**config.mk**
```make
export PLATFORM = sky130hd
export DESIGN_NAME = mem_stage_ctrl_flat
export DESIGN_NICKNAME = d
export VERILOG_FILES = /design/src/rtl/mips_pkg.sv /design/src/rtl/mem_stage_ctrl_if.sv /design/src/rtl/mem_stage_ctrl_branch_resolve.sv /design/src/rtl/mem_stage_ctrl.sv /design/src/flat_wrapper.sv
export SDC_FILE = /design/constraint.sdc
export NUM_CORES = 1
export LEC_CHECK = 0
export CAP_MARGIN = 40
export CORE_UTILIZATION = 25
export DETAILED_ROUTE_END_ITERATION = 10
export GPL_TIMING_DRIVEN = 0
export SYNTH_ARGS = -nofsm -noshare
export SYNTH_HDL_FRONTEND = slang
export SYNTH_SLANG_ARGS = --single-unit
```
**constraint.sdc**
```tcl
create_clock -name clk -period 11.51 [get_ports clk]
set_input_delay 1.151 -clock clk [delete_from_list [all_inputs] [get_ports clk]]
set_output_delay 1.151 -clock clk [all_outputs]
set_load 0.05 [all_outputs]
```
**src/rtl/mips_pkg.sv**
```systemverilog
`default_nettype none
// ============================================================================
// Module      : mips_pkg
// Description : Shared types and constants for the MEM stage controller.
//               - branch-type encodings as carried on ex_branch_type
//               - data-memory handshake FSM state encoding
//               - default datapath / register-index widths
//               - small helper for word-alignment detection
// Revision    : 1.0 - initial release
// ============================================================================
package mips_pkg;

  // Default widths; blocks take these as parameter defaults
  localparam int DEF_DATA_W = 32;
  localparam int DEF_REG_W  = 5;

  // Branch type encodings; any value not listed behaves as BR_NONE
  localparam logic [2:0] BR_NONE = 3'b000;
  localparam logic [2:0] BR_EQ   = 3'b001;
  localparam logic [2:0] BR_NE   = 3'b010;
  localparam logic [2:0] BR_LT   = 3'b011;
  localparam logic [2:0] BR_GT   = 3'b100;

  // Data-memory handshake state
  typedef enum logic [0:0] {
    ST_IDLE = 1'b0,
    ST_WAIT = 1'b1
  } mem_state_e;

  // True when the two low address bits do not describe a word boundary
  function automatic logic is_unaligned(input logic [1:0] lsb);
    return (lsb != 2'b00);
  endfunction

endpackage : mips_pkg
`default_nettype wire

```
**src/rtl/mem_stage_ctrl_if.sv**
```systemverilog
`default_nettype none
// ============================================================================
// Module      : mem_stage_ctrl_if
// Description : Data-memory request/ready bus between the MEM stage and the
//               data memory.
//               master (MEM stage): drives req, we, addr, wdata
//                                   samples ready, rdata
//               slave  (memory)   : the reverse
//               req/we/addr/wdata stay stable while req=1 and ready=0;
//               rdata is valid only in a cycle with ready=1.
// Revision    : 1.0 - initial release
// ============================================================================
interface mem_stage_ctrl_if
  import mips_pkg::*;
#(
  parameter int DATA_W = DEF_DATA_W
) ();

  logic              req;
  logic              we;
  logic [DATA_W-1:0] addr;
  logic [DATA_W-1:0] wdata;
  logic              ready;
  logic [DATA_W-1:0] rdata;

  modport master (
    output req,
    output we,
    output addr,
    output wdata,
    input  ready,
    input  rdata
  );

  modport slave (
    input  req,
    input  we,
    input  addr,
    input  wdata,
    output ready,
    output rdata
  );

endinterface : mem_stage_ctrl_if
`default_nettype wire

```
**src/rtl/mem_stage_ctrl_branch_resolve.sv**
```systemverilog
`default_nettype none
// ============================================================================
// Module      : branch_resolve
// Description : Purely combinational branch-condition evaluation from the
//               latched branch type and ALU compare flags. The caller
//               qualifies the result with the instruction's valid bit.
// Ports       : branch_type in  3  BR_* encoding (unknown codes -> no branch)
//               zero        in  1  ALU result was zero
//               lt          in  1  ALU signed less-than
//               gt          in  1  ALU signed greater-than
//               cond        out 1  branch condition holds
// Revision    : 1.0 - initial release
// ============================================================================
module branch_resolve
  import mips_pkg::*;
(
  input  logic [2:0] branch_type,
  input  logic       zero,
  input  logic       lt,
  input  logic       gt,
  output logic       cond
);

  always_comb begin
    cond = 1'b0;
    case (branch_type)
      BR_EQ:   cond = zero;
      BR_NE:   cond = ~zero;
      BR_LT:   cond = lt;
      BR_GT:   cond = gt;
      default: cond = 1'b0;
    endcase
  end

endmodule : branch_resolve
`default_nettype wire

```
**src/rtl/mem_stage_ctrl.sv**
```systemverilog
`default_nettype none
// ============================================================================
// Module      : mem_stage_ctrl
// Description : MEM pipeline stage controller.
//               - EX/MEM register capturing the execute-stage outputs
//               - branch resolution from the latched compare flags
//               - req/ready handshake with data memory, stalling the
//                 pipeline while an access is outstanding
//               - registered MEM/WB result towards write-back
// Ports       : clk, rst              clock, async active-high reset
//               ex_*                  execute-stage outputs (instruction)
//               flush                 turn the next capture into a bubble
//               stall_out             EX and earlier stages must hold
//               branch_taken/_target  resolved branch of EX/MEM instruction
//               misalign              EX/MEM load/store is not word aligned
//               dmem                  data-memory bus (master side)
//               wb_*                  MEM/WB register outputs
// Revision    : 1.0 - initial release
// ============================================================================
module mem_stage_ctrl
  import mips_pkg::*;
#(
  parameter int DATA_W = DEF_DATA_W,
  parameter int REG_W  = DEF_REG_W
) (
  input  logic              clk,
  input  logic              rst,

  input  logic              ex_valid,
  input  logic [DATA_W-1:0] ex_alu_result,
  input  logic [DATA_W-1:0] ex_add_result,
  input  logic [DATA_W-1:0] ex_second_read_data,
  input  logic [REG_W-1:0]  ex_write_reg,
  input  logic              ex_zero,
  input  logic              ex_lt,
  input  logic              ex_gt,
  input  logic              ex_mem_read,
  input  logic              ex_mem_write,
  input  logic              ex_reg_write,
  input  logic              ex_mem_to_reg,
  input  logic [2:0]        ex_branch_type,
  input  logic              flush,

  output logic              stall_out,
  output logic              branch_taken,
  output logic [DATA_W-1:0] branch_target,
  output logic              misalign,

  mem_stage_ctrl_if.master  dmem,

  output logic              wb_valid,
  output logic              wb_reg_write,
  output logic [REG_W-1:0]  wb_write_reg,
  output logic [DATA_W-1:0] wb_data
);

  // --------------------------------------------------------------------------
  // EX/MEM pipeline register
  // --------------------------------------------------------------------------
  logic              r_m_valid;
  logic [DATA_W-1:0] r_m_alu_result;
  logic [DATA_W-1:0] r_m_add_result;
  logic [DATA_W-1:0] r_m_store_data;
  logic [REG_W-1:0]  r_m_write_reg;
  logic              r_m_zero;
  logic              r_m_lt;
  logic              r_m_gt;
  logic              r_m_mem_read;
  logic              r_m_mem_write;
  logic              r_m_reg_write;
  logic              r_m_mem_to_reg;
  logic [2:0]        r_m_branch_type;

  // MEM/WB pipeline register
  logic              r_wb_valid;
  logic              r_wb_reg_write;
  logic [REG_W-1:0]  r_wb_write_reg;
  logic [DATA_W-1:0] r_wb_data;

  // Handshake FSM
  mem_state_e        r_state;
  mem_state_e        w_state_nxt;

  // Derived combinational terms
  logic              w_mem_access;
  logic              w_misalign;
  logic              w_mem_op;
  logic              w_stall;
  logic              w_req;
  logic              w_we;
  logic              w_cond;

  // A load/store that is not word aligned is dropped from the memory
  // interface entirely: it neither requests nor stalls, and retires
  // without a register write.
  assign w_mem_access = r_m_valid & (r_m_mem_read | r_m_mem_write);
  assign w_misalign   = w_mem_access & is_unaligned(r_m_alu_result[1:0]);
  assign w_mem_op     = w_mem_access & ~w_misalign;

  always_ff @(posedge clk or posedge rst) begin
    if (rst) begin
      r_m_valid       <= 1'b0;
      r_m_alu_result  <= '0;
      r_m_add_result  <= '0;
      r_m_store_data  <= '0;
      r_m_write_reg   <= '0;
      r_m_zero        <= 1'b0;
      r_m_lt          <= 1'b0;
      r_m_gt          <= 1'b0;
      r_m_mem_read    <= 1'b0;
      r_m_mem_write   <= 1'b0;
      r_m_reg_write   <= 1'b0;
      r_m_mem_to_reg  <= 1'b0;
      r_m_branch_type <= BR_NONE;
    end else if (!w_stall) begin
      // A flush during a stall is deliberately ignored here; upstream keeps
      // flush asserted until the stall clears so it lands on this capture.
      r_m_valid       <= ex_valid & ~flush;
      r_m_alu_result  <= ex_alu_result;
      r_m_add_result  <= ex_add_result;
      r_m_store_data  <= ex_second_read_data;
      r_m_write_reg   <= ex_write_reg;
      r_m_zero        <= ex_zero;
      r_m_lt          <= ex_lt;
      r_m_gt          <= ex_gt;
      r_m_mem_read    <= ex_mem_read;
      r_m_mem_write   <= ex_mem_write;
      r_m_reg_write   <= ex_reg_write;
      r_m_mem_to_reg  <= ex_mem_to_reg;
      r_m_branch_type <= ex_branch_type;
    end
  end

  // --------------------------------------------------------------------------
  // Data-memory handshake FSM
  // --------------------------------------------------------------------------
  always_ff @(posedge clk or posedge rst) begin
    if (rst) begin
      r_state <= ST_IDLE;
    end else begin
      r_state <= w_state_nxt;
    end
  end

  // The request is a pure function of the held EX/MEM contents, so while
  // the stall freezes EX/MEM the request, address, data and write enable
  // remain stable across the whole WAIT period. The state records whether
  // an access is outstanding across an edge.
  always_comb begin
    w_state_nxt = r_state;
    w_req       = 1'b0;
    w_we        = 1'b0;
    w_stall     = 1'b0;

    case (r_state)
      ST_IDLE: begin
        w_req   = w_mem_op;
        w_we    = w_mem_op & r_m_mem_write;
        w_stall = w_mem_op & ~dmem.ready;
        if (w_mem_op && !dmem.ready) begin
          w_state_nxt = ST_WAIT;
        end
      end
      ST_WAIT: begin
        w_req   = w_mem_op;
        w_we    = w_mem_op & r_m_mem_write;
        w_stall = w_mem_op & ~dmem.ready;
        if (dmem.ready || !w_mem_op) begin
          w_state_nxt = ST_IDLE;
        end
      end
      default: begin
        w_state_nxt = ST_IDLE;
      end
    endcase
  end

  // Word address: low bits are masked so the memory only ever sees
  // word-aligned addresses.
  assign dmem.req   = w_req;
  assign dmem.we    = w_we;
  assign dmem.addr  = {r_m_alu_result[DATA_W-1:2], 2'b00};
  assign dmem.wdata = r_m_store_data;

  assign stall_out  = w_stall;
  assign misalign   = w_misalign;

  // --------------------------------------------------------------------------
  // Branch resolution
  // --------------------------------------------------------------------------
  branch_resolve u_branch_resolve (
    .branch_type (r_m_branch_type),
    .zero        (r_m_zero),
    .lt          (r_m_lt),
    .gt          (r_m_gt),
    .cond        (w_cond)
  );

  assign branch_taken  = r_m_valid & w_cond;
  assign branch_target = r_m_add_result;

  // --------------------------------------------------------------------------
  // MEM/WB pipeline register
  // --------------------------------------------------------------------------
  always_ff @(posedge clk or posedge rst) begin
    if (rst) begin
      r_wb_valid     <= 1'b0;
      r_wb_reg_write <= 1'b0;
      r_wb_write_reg <= '0;
      r_wb_data      <= '0;
    end else if (w_stall) begin
      // Instruction is still waiting on memory: hand write-back a bubble.
      r_wb_valid     <= 1'b0;
      r_wb_reg_write <= 1'b0;
    end else begin
      r_wb_valid     <= r_m_valid;
      r_wb_reg_write <= r_m_reg_write & r_m_valid & ~w_misalign;
      r_wb_write_reg <= r_m_write_reg;
      r_wb_data      <= r_m_mem_to_reg ? dmem.rdata : r_m_alu_result;
    end
  end

  assign wb_valid     = r_wb_valid;
  assign wb_reg_write = r_wb_reg_write;
  assign wb_write_reg = r_wb_write_reg;
  assign wb_data      = r_wb_data;

endmodule : mem_stage_ctrl
`default_nettype wire

```
**src/flat_wrapper.sv**
```systemverilog
// flat-port wrapper written by rule: the top's interface ports become plain ports
module mem_stage_ctrl_flat import mips_pkg::*;
#(
  parameter int DATA_W = DEF_DATA_W,
  parameter int REG_W  = DEF_REG_W
)
  (clk, rst, ex_valid, ex_alu_result, ex_add_result, ex_second_read_data, ex_write_reg, ex_zero, ex_lt, ex_gt, ex_mem_read, ex_mem_write, ex_reg_write, ex_mem_to_reg, ex_branch_type, flush, stall_out, branch_taken, branch_target, misalign, wb_valid, wb_reg_write, wb_write_reg, wb_data, dmem_req, dmem_we, dmem_addr, dmem_wdata, dmem_ready, dmem_rdata);
  mem_stage_ctrl_if #(.DATA_W(DATA_W)) dmem_i ();
  input  logic clk;
  input  logic rst;
  input  logic ex_valid;
  input  logic [DATA_W-1:0] ex_alu_result;
  input  logic [DATA_W-1:0] ex_add_result;
  input  logic [DATA_W-1:0] ex_second_read_data;
  input  logic [REG_W-1:0] ex_write_reg;
  input  logic ex_zero;
  input  logic ex_lt;
  input  logic ex_gt;
  input  logic ex_mem_read;
  input  logic ex_mem_write;
  input  logic ex_reg_write;
  input  logic ex_mem_to_reg;
  input  logic [2:0] ex_branch_type;
  input  logic flush;
  output logic stall_out;
  output logic branch_taken;
  output logic [DATA_W-1:0] branch_target;
  output logic misalign;
  output logic wb_valid;
  output logic wb_reg_write;
  output logic [REG_W-1:0] wb_write_reg;
  output logic [DATA_W-1:0] wb_data;
  output wire logic [$bits(dmem_i.req)-1:0] dmem_req;
  output wire logic [$bits(dmem_i.we)-1:0] dmem_we;
  output wire logic [$bits(dmem_i.addr)-1:0] dmem_addr;
  output wire logic [$bits(dmem_i.wdata)-1:0] dmem_wdata;
  input wire logic [$bits(dmem_i.ready)-1:0] dmem_ready;
  input wire logic [$bits(dmem_i.rdata)-1:0] dmem_rdata;
  assign dmem_req = dmem_i.req;
  assign dmem_we = dmem_i.we;
  assign dmem_addr = dmem_i.addr;
  assign dmem_wdata = dmem_i.wdata;
  assign dmem_i.ready = dmem_ready;
  assign dmem_i.rdata = dmem_rdata;
  mem_stage_ctrl #(.DATA_W(DATA_W), .REG_W(REG_W)) u_core (.clk(clk), .rst(rst), .ex_valid(ex_valid), .ex_alu_result(ex_alu_result), .ex_add_result(ex_add_result), .ex_second_read_data(ex_second_read_data), .ex_write_reg(ex_write_reg), .ex_zero(ex_zero), .ex_lt(ex_lt), .ex_gt(ex_gt), .ex_mem_read(ex_mem_read), .ex_mem_write(ex_mem_write), .ex_reg_write(ex_reg_write), .ex_mem_to_reg(ex_mem_to_reg), .ex_branch_type(ex_branch_type), .flush(flush), .stall_out(stall_out), .branch_taken(branch_taken), .branch_target(branch_target), .misalign(misalign), .dmem(dmem_i), .wb_valid(wb_valid), .wb_reg_write(wb_reg_write), .wb_write_reg(wb_write_reg), .wb_data(wb_data));
endmodule
```
==> results of run 1 <==
==> how the worst max path moves through the flow <==
stage                                          end  slack (ns)  cells past startpoint
after global routing                     stall_out        6.86                      7
after floorplan            u_core.branch_target[0]        6.29                      1
after CTS                                stall_out        6.96                      7
after global placement    u_core.branch_target[29]        3.69                      2
after detailed placement                 stall_out        6.96                      7
final                                    stall_out        6.98                      7
==> final cells by class <==
cell class / instances / area, um^2 / area share [%]
Buffer: 53 / 439 / 4.26
Sequential cell: 151 / 3780 / 36.7
Clock buffer: 18 / 429 / 4.16
Timing Repair Buffer: 286 / 2880 / 27.9
Tap cell: 330 / 413 / 4.00
Multi-Input combinational cell: 197 / 2170 / 21.1
Clock inverter: 12 / 179 / 1.74
Inverter: 3 / 20.0 / 0.194
==> critical path, stage by stage <==
cell and delay, ns:
clkdlybuf4s50_1 0.39, or4_1 0.45, buf_2 0.19, clkinv_2 0.09, buf_12 0.15, buf_8 0.14
clkdlybuf4s50_1 0.80
==> cell families (layout without fill, tap and decap cells) <==
logic type	Yosys count	after routing	synth area share, %
other cells	1	2	0.0586
mux	179	179	32.4
simple gates	12	12	1.11
flops	151	151	59.1
buf+inv	56	372	7.06
compound gates	4	4	0.332
==> cell usage in the layout (no fill, tap or decap), drive strengths merged, types with 2 or more instances in the layout <==
master         instances
clkdlybuf4s50        285
mux2                 178
dfrtp                151
buf                   50
clkbuf                22
clkinv                 8
bufinv                 4
and2                   3
o21ai                  3
inv                    3
nor2                   2
and3                   2
conb                   2
==> cell usage after synthesis, drive strengths merged, types with 2 or more instances <==
cell type	instances
and3	2
dfrtp	151
inv	2
and2	3
buf	49
nor2	2
o21ai	3
clkbuf	4
mux2	178
==> power by group through the flow <==
stage	combinational [W]	sequential, W	clock, W
global placement	0.000324	0.000596	0
detailed placement	0.000326	0.000596	0
finish	0.000322	0.000586	0.000587
CTS	0.000327	0.000587	0.000613
floorplan	0.0000995	0.000686	0
global route	0.000339	0.000591	0.000633
==> layer usage <==
| layer | part of all wire [%] | global-route usage, % | vias up |
|---|---|---|---|
| met5 | 0 | 0 | - |
| met4 | 0.99 | 3.73 | 0 |
| met3 | 9.1 | 4.83 | 9 |
| met2 | 46 | 19.5 | 172 |
| met1 | 44 | 16.3 | 2047 |
| li1 | - | - | 1985 |
==> metrics by stage <==
| stage | instances | power, W | hold WS [ns] | cell area [um^2] | worst slack [ns] |
|---|---|---|---|---|---|
| finish | 1050 | 0.00150 | 0.492 | 10300 | 6.98 |
| detailed placement | 1020 | 0.000922 | 0.484 | 9700 | 6.96 |
| global route | 1050 | 0.00156 | 0.513 | 10300 | 6.86 |
| global placement | 1019 | 0.000920 | 0.475 | 9670 | 3.69 |
| CTS | 1050 | 0.00153 | 0.495 | 10300 | 6.96 |
| floorplan | 404 | 0.000785 | 0.473 | 6400 | 6.29 |
==> results.sh, run 1 <==
export IMPL_status="completed"
export IMPL_synth_edf_count=0
export IMPL_synth_area_leaders="dfrtp_1, mux2_2, buf_4, mux2_4, buf_8"
export IMPL_cts_resized=0
export IMPL_dieWidth_um=162
export IMPL_start_kind="input pin"
export IMPL_p_int_w=0.00108
export IMPL_cts_setup_buffers=0
export IMPL_netSwitchingFraction_pct=28.0
export IMPL_drv_slew=0
export IMPL_grtUsageTotal_pct=12.6
export IMPL_fillers=2434
export IMPL_synth_avg_cell_area_um2=15.9
export IMPL_grt_setup_unrepaired="no"
export IMPL_power_frac_seq_pct=39.2
export IMPL_synth_warnings=0
export IMPL_hold_buffers=0
export IMPL_cp_end_kind="primary output"
export IMPL_startpoint="dmem_ready"
export IMPL_clock_sinks=151
export IMPL_setup_viol=0
export IMPL_final_util_pct=41.1
export IMPL_crit_arrival_ns=3.38
export IMPL_place_gp_congestion=0.724
export IMPL_hold_viol_final=0
export IMPL_p_per_area_nw_per_um2=145
export IMPL_power_leakage_nw=4.28
export IMPL_cts_tree="done"
export IMPL_dp_hpwl_um=11800
export IMPL_cts_root_buf="clkbuf_16"
export IMPL_io_pins=288
export IMPL_drt_first_iter_violations=117
export IMPL_clockBufferDepth=2
export IMPL_worst_pin_slew_ns=0.775
export IMPL_ys_seq_elements=151
export IMPL_viasPerCell=4.01
export IMPL_core_um2=25100
export IMPL_htree_num_levels=4
export IMPL_cap_violations=0
export IMPL_power_switching_w=0.000419
export IMPL_cts_buffers=17
export IMPL_antenna_found_initial=0
export IMPL_grt_ovfl_total=0
export IMPL_synthArstFlopShare_pct=100
export IMPL_criticalPathCategory="in -> out"
export IMPL_grt_pass1_vias=4406
export IMPL_worst_r2r_cell_count=4
export IMPL_syn_inst=403
export IMPL_worst_path_max_fanout=10
export IMPL_start_util_pct=25.5
export IMPL_port_buffers=285
export IMPL_clock_power_share_pct=39.2
export IMPL_ant_nets=0
export IMPL_synth_area_leader_cell="dfrtp_1"
export IMPL_post_route_period_util_pct=39.3
export IMPL_remaining_drc_errors=0
export IMPL_reg2reg_to="u_core.wb_data[9]"
export IMPL_synth_top_cell_area_share_pct=59.1
export IMPL_dieArea_um2=26200
export IMPL_wirelength_um=16200
export IMPL_syn_to_final_growth_pct=61.2
export IMPL_r2r_start="u_core.r_m_mem_to_reg"
export IMPL_grt_max_degree=82
export IMPL_pwr_share_comb_pct=21.6
export IMPL_holdCritPathClass="reg -> reg"
export IMPL_dr_pass1_iters=4
export IMPL_diodes=0
export IMPL_num_nets_final=857
export IMPL_vdd_drop_max_uv=79.9
export IMPL_synthFlopType="dfrtp_1"
export IMPL_finalClockSkew_ns=0.0108
export IMPL_slew_headroom_pct=48.4
export IMPL_final_setup_tns_ns=0
export IMPL_min_delay_start="u_core.dmem.wdata[10]"
export IMPL_regToRegSetupSlack_ns=9.50
export IMPL_grt_first_pass_wirelength_um=25300
export IMPL_route_vias_total=4213
export IMPL_path_clk_slew_ns=0.06
export IMPL_netlist_area_um2=6400
export IMPL_drive_gt1_share_pct=35.6
export IMPL_rows=58
export IMPL_clock_latency_ns=0.41
export IMPL_worst_hold_path_endpoint="u_core.dmem.wdata[10]"
export IMPL_cp_required_ns=10.36
export IMPL_seq_area_frac_synth_pct=59.1
export IMPL_fmax_ghz=0.221
export IMPL_synth_cell_types=25
export IMPL_hold_depth=1
export IMPL_finalCriticalPeriod_ns=4.53
export IMPL_post_drt_wl_per_cell_um=15.4
export IMPL_die_height_um=162
Power figures use the tool's default switching activity.
==> run 2: changes to the inputs <==
==> constraint.sdc (replaced) <==
create_clock -name clk -period 4.5 [get_ports clk]
set_input_delay 0.45 -clock clk [delete_from_list [all_inputs] [get_ports clk]]
set_output_delay 0.45 -clock clk [all_outputs]
set_load 0.05 [all_outputs]
==> results.sh, run 2 (synthesis results as in run 1) <==
export IMPL_status="completed"
export IMPL_start_kind="flop"
export IMPL_crit_arrival_ns=2.74
export IMPL_clock_latency_ns=0.42
export IMPL_dp_hpwl_um=12100
export IMPL_cts_tree="done"
export IMPL_cts_setup_buffers=0
export IMPL_cap_violations=0
export IMPL_cts_buffers=17
export IMPL_path_clk_slew_ns=0.06
export IMPL_grtUsageMet1_pct=15.6
export IMPL_stdcell_area_um2=10400
export IMPL_wirelength_um=16300
export IMPL_final_setup_tns_ns=0
export IMPL_hold_viol_final=0
export IMPL_post_drt_wl_per_cell_um=15.5
export IMPL_drv_slew=0
export IMPL_grt_use_met3_pct=5.23
export IMPL_place_gp_congestion=0.709
export IMPL_core_um2=25100
export IMPL_dr_pass1_iters=4
export IMPL_fmax_ghz=0.313
export IMPL_hold_buffers=0
export IMPL_diodes=0
export IMPL_final_cell_mix="clkdlybuf4s50_1, mux2_2, dfrtp_1"
export IMPL_power_leakage_nw=4.31
export IMPL_criticalPathCategory="reg -> out"
export IMPL_finalCriticalPeriod_ns=3.19
export IMPL_grt_busiest_layer="met2"
export IMPL_p_per_area_nw_per_um2=375
export IMPL_grt_ovfl_total=0
export IMPL_setup_viol=0
export IMPL_cts_root_buf="clkbuf_16"
export IMPL_cp_required_ns=4.05
export IMPL_vdd_drop_max_uv=172
export IMPL_syn_to_final_growth_pct=62.2
export IMPL_grt_max_degree=37
export IMPL_dieWidth_um=162
export IMPL_htree_num_levels=4
export IMPL_worst_pin_slew_ns=0.717
export IMPL_io_pins=288
export IMPL_grt_first_pass_wirelength_um=25200
export IMPL_drt_first_iter_violations=89
export IMPL_holdCritPathClass="in -> async"
export IMPL_cts_resized=0
export IMPL_clock_sinks=151
export IMPL_dpl_cell_area_um2=9750
export IMPL_final_common_cell="clkdlybuf4s50_1"
export IMPL_remaining_drc_errors=0
export IMPL_num_nets_final=860
export IMPL_port_buffers=285
export IMPL_die_height_um=162
export IMPL_clockBufferDepth=2
export IMPL_route_vias_total=4184
export IMPL_grt_pass1_vias=4476
export IMPL_ant_nets=0
export IMPL_rows=58
export IMPL_grtUsageTotal_pct=12.7
export IMPL_post_route_period_util_pct=71.0
export IMPL_slew_headroom_pct=52.2
export IMPL_use_met2_pct=20.8
export IMPL_antenna_found_initial=0
export IMPL_cp_end_kind="primary output"
export IMPL_worst_path_max_fanout=10
export IMPL_viasPerCell=3.98
export IMPL_start_util_pct=25.5
export IMPL_grt_setup_unrepaired="no"
export IMPL_dieArea_um2=26200
export IMPL_finalClockSkew_ns=0.0134
export IMPL_drive_gt1_share_pct=35.9
==> run 2: final cells by class <==
cell class,count,area [um^2]
Clock inverter,12,203
Sequential cell,151,3780
Buffer,53,439
Clock buffer,17,425
Timing Repair Buffer,289,2930
Tap cell,330,413
Inverter,3,16.3
Multi-Input combinational cell,197,2170
Fill cell,2388,14700
==> run 2: final timing paths <==
path                                                from                   endpoint  slack, ns  cells after the start
worst max-delay path            u_core.r_m_alu_result[0]                  stall_out       1.31                      6
worst min-delay path                                 rst   u_core.branch_target[26]       0.48                      2
worst max register to register  u_core.r_m_alu_result[0]      u_core.dmem.wdata[28]       2.51                      6
worst min register to register     u_core.dmem.wdata[26]      u_core.dmem.wdata[26]       0.49                      1
max in group asynchronous                            rst  u_core.r_m_alu_result[23]       3.18                      4
min in group clk                   u_core.dmem.wdata[26]      u_core.dmem.wdata[26]       0.49                      1
==> run 2: metrics by stage <==
| step | hold slack [ns] | utilization (%) | setup slack [ns] | cells | total power (W) |
|---|---|---|---|---|---|
| 2_1_floorplan | 0.473 | - | 2.15 | 404 | 0.00201 |
| 5_1_grt | 0.513 | 41.3 | 1.16 | 1052 | 0.00407 |
| 6_report | 0.479 | 41.3 | 1.31 | 1052 | 0.00389 |
| 3_5_place_dp | 0.484 | 38.8 | 1.32 | 1023 | 0.00237 |
| 3_3_place_gp | 0.475 | 38.5 | 0.593 | 1019 | 0.00235 |
| 4_1_cts | 0.483 | 41.3 | 1.25 | 1052 | 0.00396 |
==> run 2: routing by layer <==
metal | up-vias | routed length, um
met2 | 164 | 7770
li1 | 1995 | -
met4 | 0 | 116
met1 | 2017 | 7080
met5 | - | 0
met3 | 8 | 1320
==> run 2: report_power, final <==
part	internal [W]	total, W	switching (W)
Combinational	0.000382	0.000831	0.000449
Sequential	0.00145	0.00150	0.0000490
Clock	0.000979	0.00156	0.000580
==> run 2: worst max-delay path: stages (launching register included) <==
cell and delay, ns:
dfrtp_1 0.41, or4_1 0.51, buf_2 0.20, clkinv_2 0.10, buf_12 0.15, buf_8 0.15
clkdlybuf4s50_1 0.80
==> run 3: changes to the inputs <==
==> constraint.sdc (replaced) <==
create_clock -name clk -period 3.15 [get_ports clk]
set_input_delay 0.315 -clock clk [delete_from_list [all_inputs] [get_ports clk]]
set_output_delay 0.315 -clock clk [all_outputs]
set_load 0.05 [all_outputs]
==> results.sh, run 3 (synthesis results as in run 1) <==
export IMPL_status="completed"
export IMPL_drive_gt1_share_pct=35.9
export IMPL_rows=58
export IMPL_grt_max_degree=37
export IMPL_hold_buffers=0
export IMPL_grt_setup_unrepaired="no"
export IMPL_path_clk_slew_ns=0.06
export IMPL_wl_met3_um=1320
export IMPL_place_gp_congestion=0.709
export IMPL_dr_pass1_iters=4
export IMPL_netSwitchingFraction_pct=27.7
export IMPL_post_route_period_util_pct=85.0
export IMPL_diodes=0
export IMPL_r2r_start="u_core.r_m_alu_result[0]"
export IMPL_hold_viol_final=0
export IMPL_cts_buffers=17
export IMPL_p_per_area_nw_per_um2=535
export IMPL_num_nets_final=860
export IMPL_place_ws_ns=0.239
export IMPL_met2_length_um=7770
export IMPL_routed_top_layer="met4"
export IMPL_dpl_cell_area_um2=9750
export IMPL_finalClockSkew_ns=0.0134
export IMPL_place_inst=1023
export IMPL_grtUsageTotal_pct=12.7
export IMPL_criticalPathCategory="reg -> out"
export IMPL_dieArea_um2=26200
export IMPL_port_buffers=285
export IMPL_cts_tree="done"
export IMPL_cts_root_buf="clkbuf_16"
export IMPL_worst_pin_slew_ns=0.717
export IMPL_start_util_pct=25.5
export IMPL_dieWidth_um=162
export IMPL_remaining_drc_errors=0
export IMPL_pwr_share_comb_pct=21.4
export IMPL_finalCriticalPeriod_ns=2.68
export IMPL_ant_nets=0
export IMPL_worst_path_max_fanout=10
export IMPL_post_drt_wl_per_cell_um=15.5
export IMPL_setup_viol=0
export IMPL_cp_end_kind="primary output"
export IMPL_instances_no_fill=1052
export IMPL_p_int_w=0.00402
export IMPL_regToRegSetupSlack_ns=1.16
export IMPL_antenna_found_initial=0
export IMPL_stdcell_area_um2=10400
export IMPL_core_um2=25100
export IMPL_crit_arrival_ns=2.36
export IMPL_cts_setup_buffers=0
export IMPL_viasPerCell=3.98
export IMPL_holdCritPathClass="in -> async"
export IMPL_clock_latency_ns=0.42
export IMPL_power_switching_w=0.00154
export IMPL_grt_pass1_vias=4476
export IMPL_route_vias_total=4186
export IMPL_wl_met1_um=7080
export IMPL_final_common_cell="clkdlybuf4s50_1"
export IMPL_cap_violations=0
export IMPL_power_leakage_nw=4.32
export IMPL_io_pins=288
export IMPL_die_height_um=162
export IMPL_clock_sinks=151
export IMPL_drt_first_iter_violations=89
export IMPL_worst_r2r_cell_count=6
export IMPL_wirelength_um=16300
export IMPL_vdd_drop_max_uv=246
export IMPL_final_cell_mix="clkdlybuf4s50_1, mux2_2, dfrtp_1"
export IMPL_slew_headroom_pct=52.2
export IMPL_grt_ovfl_total=0
export IMPL_fmax_ghz=0.373
export IMPL_syn_to_final_growth_pct=62.3
export IMPL_dp_hpwl_um=12100
export IMPL_setup_ws_ns=0.472
export IMPL_clock_power_share_pct=40.1
export IMPL_grt_first_pass_wirelength_um=25200
export IMPL_drv_slew=0
export IMPL_start_kind="flop"
export IMPL_htree_num_levels=4
export IMPL_reg2reg_to="u_core.dmem.wdata[28]"
export IMPL_cp_required_ns=2.83
export IMPL_clockBufferDepth=2
export IMPL_power_frac_seq_pct=38.5
[run 3: cell types whose count changed in the layout (fill, tap and decap cells not counted)]
cell	before	now
dlymetal6s2s_1	0	1
clkdlybuf4s50_1	285	284
[run 3: worst max path at each step]
stage                                   startpoint                   endpoint  slack (ns)  depth (start not counted)
after floorplan                                rst    u_core.branch_target[0]        0.93                          1
after global placement                         rst  u_core.r_m_alu_result[27]       -0.62                          2
after detailed placement                dmem_ready                  stall_out        0.24                          7
after CTS                         u_core.r_m_valid                  stall_out        0.03                          7
after global routing              u_core.r_m_valid                  stall_out        0.33                          7
final                     u_core.r_m_alu_result[0]                  stall_out        0.47                          6
[run 3: critical path, stage by stage (launching register included)]
cell and delay, ns:
dfrtp_1 0.41, or4_1 0.51, buf_2 0.20, clkinv_2 0.10
buf_12 0.15, buf_8 0.15, dlymetal6s2s_1 0.42
[run 3: layout make-up]
type                            count  area, um^2
Fill cell                        2388       14700
Sequential cell                   151        3780
Buffer                             53         439
Clock inverter                     12         203
Clock buffer                       17         425
Tap cell                          330         413
Timing Repair Buffer              289        2940
Multi-Input combinational cell    197        2170
Inverter                            3        16.3
[run 3: power by group through the flow]
stage,sequential (W),combinational (W),clock [W]
floorplan,0.00251,0.000364,0
global placement,0.00218,0.00119,0
detailed placement,0.00218,0.00120,0
CTS,0.00214,0.00120,0.00231
global route,0.00216,0.00125,0.00241
finish,0.00214,0.00119,0.00223
[run 3: through the flow]
step / utilization (%) / hold WS, ns / total power, W / setup TNS (ns)
final: 41.3 / 0.344 / 0.00555 / 0
after global routing: 41.3 / 0.381 / 0.00581 / 0
after CTS: 41.3 / 0.348 / 0.00566 / 0
after detailed placement: 38.8 / 0.484 / 0.00338 / 0
after global placement: 38.5 / 0.475 / 0.00336 / -91.33
after floorplan: - / 0.411 / 0.00287 / 0
[run 3: metal layers]
layer  GRT usage (%)  up-vias
li1                -     1995
met3            5.23        8
met5               0        -
met4            3.04        0
met2            20.8      164
met1            15.6     2019
[run 3: timing repair]
action / in CTS / in global routing
hold endpoints to repair: 0 / 0
setup endpoints to repair: 0 / 1
resized for setup: 0 / 1
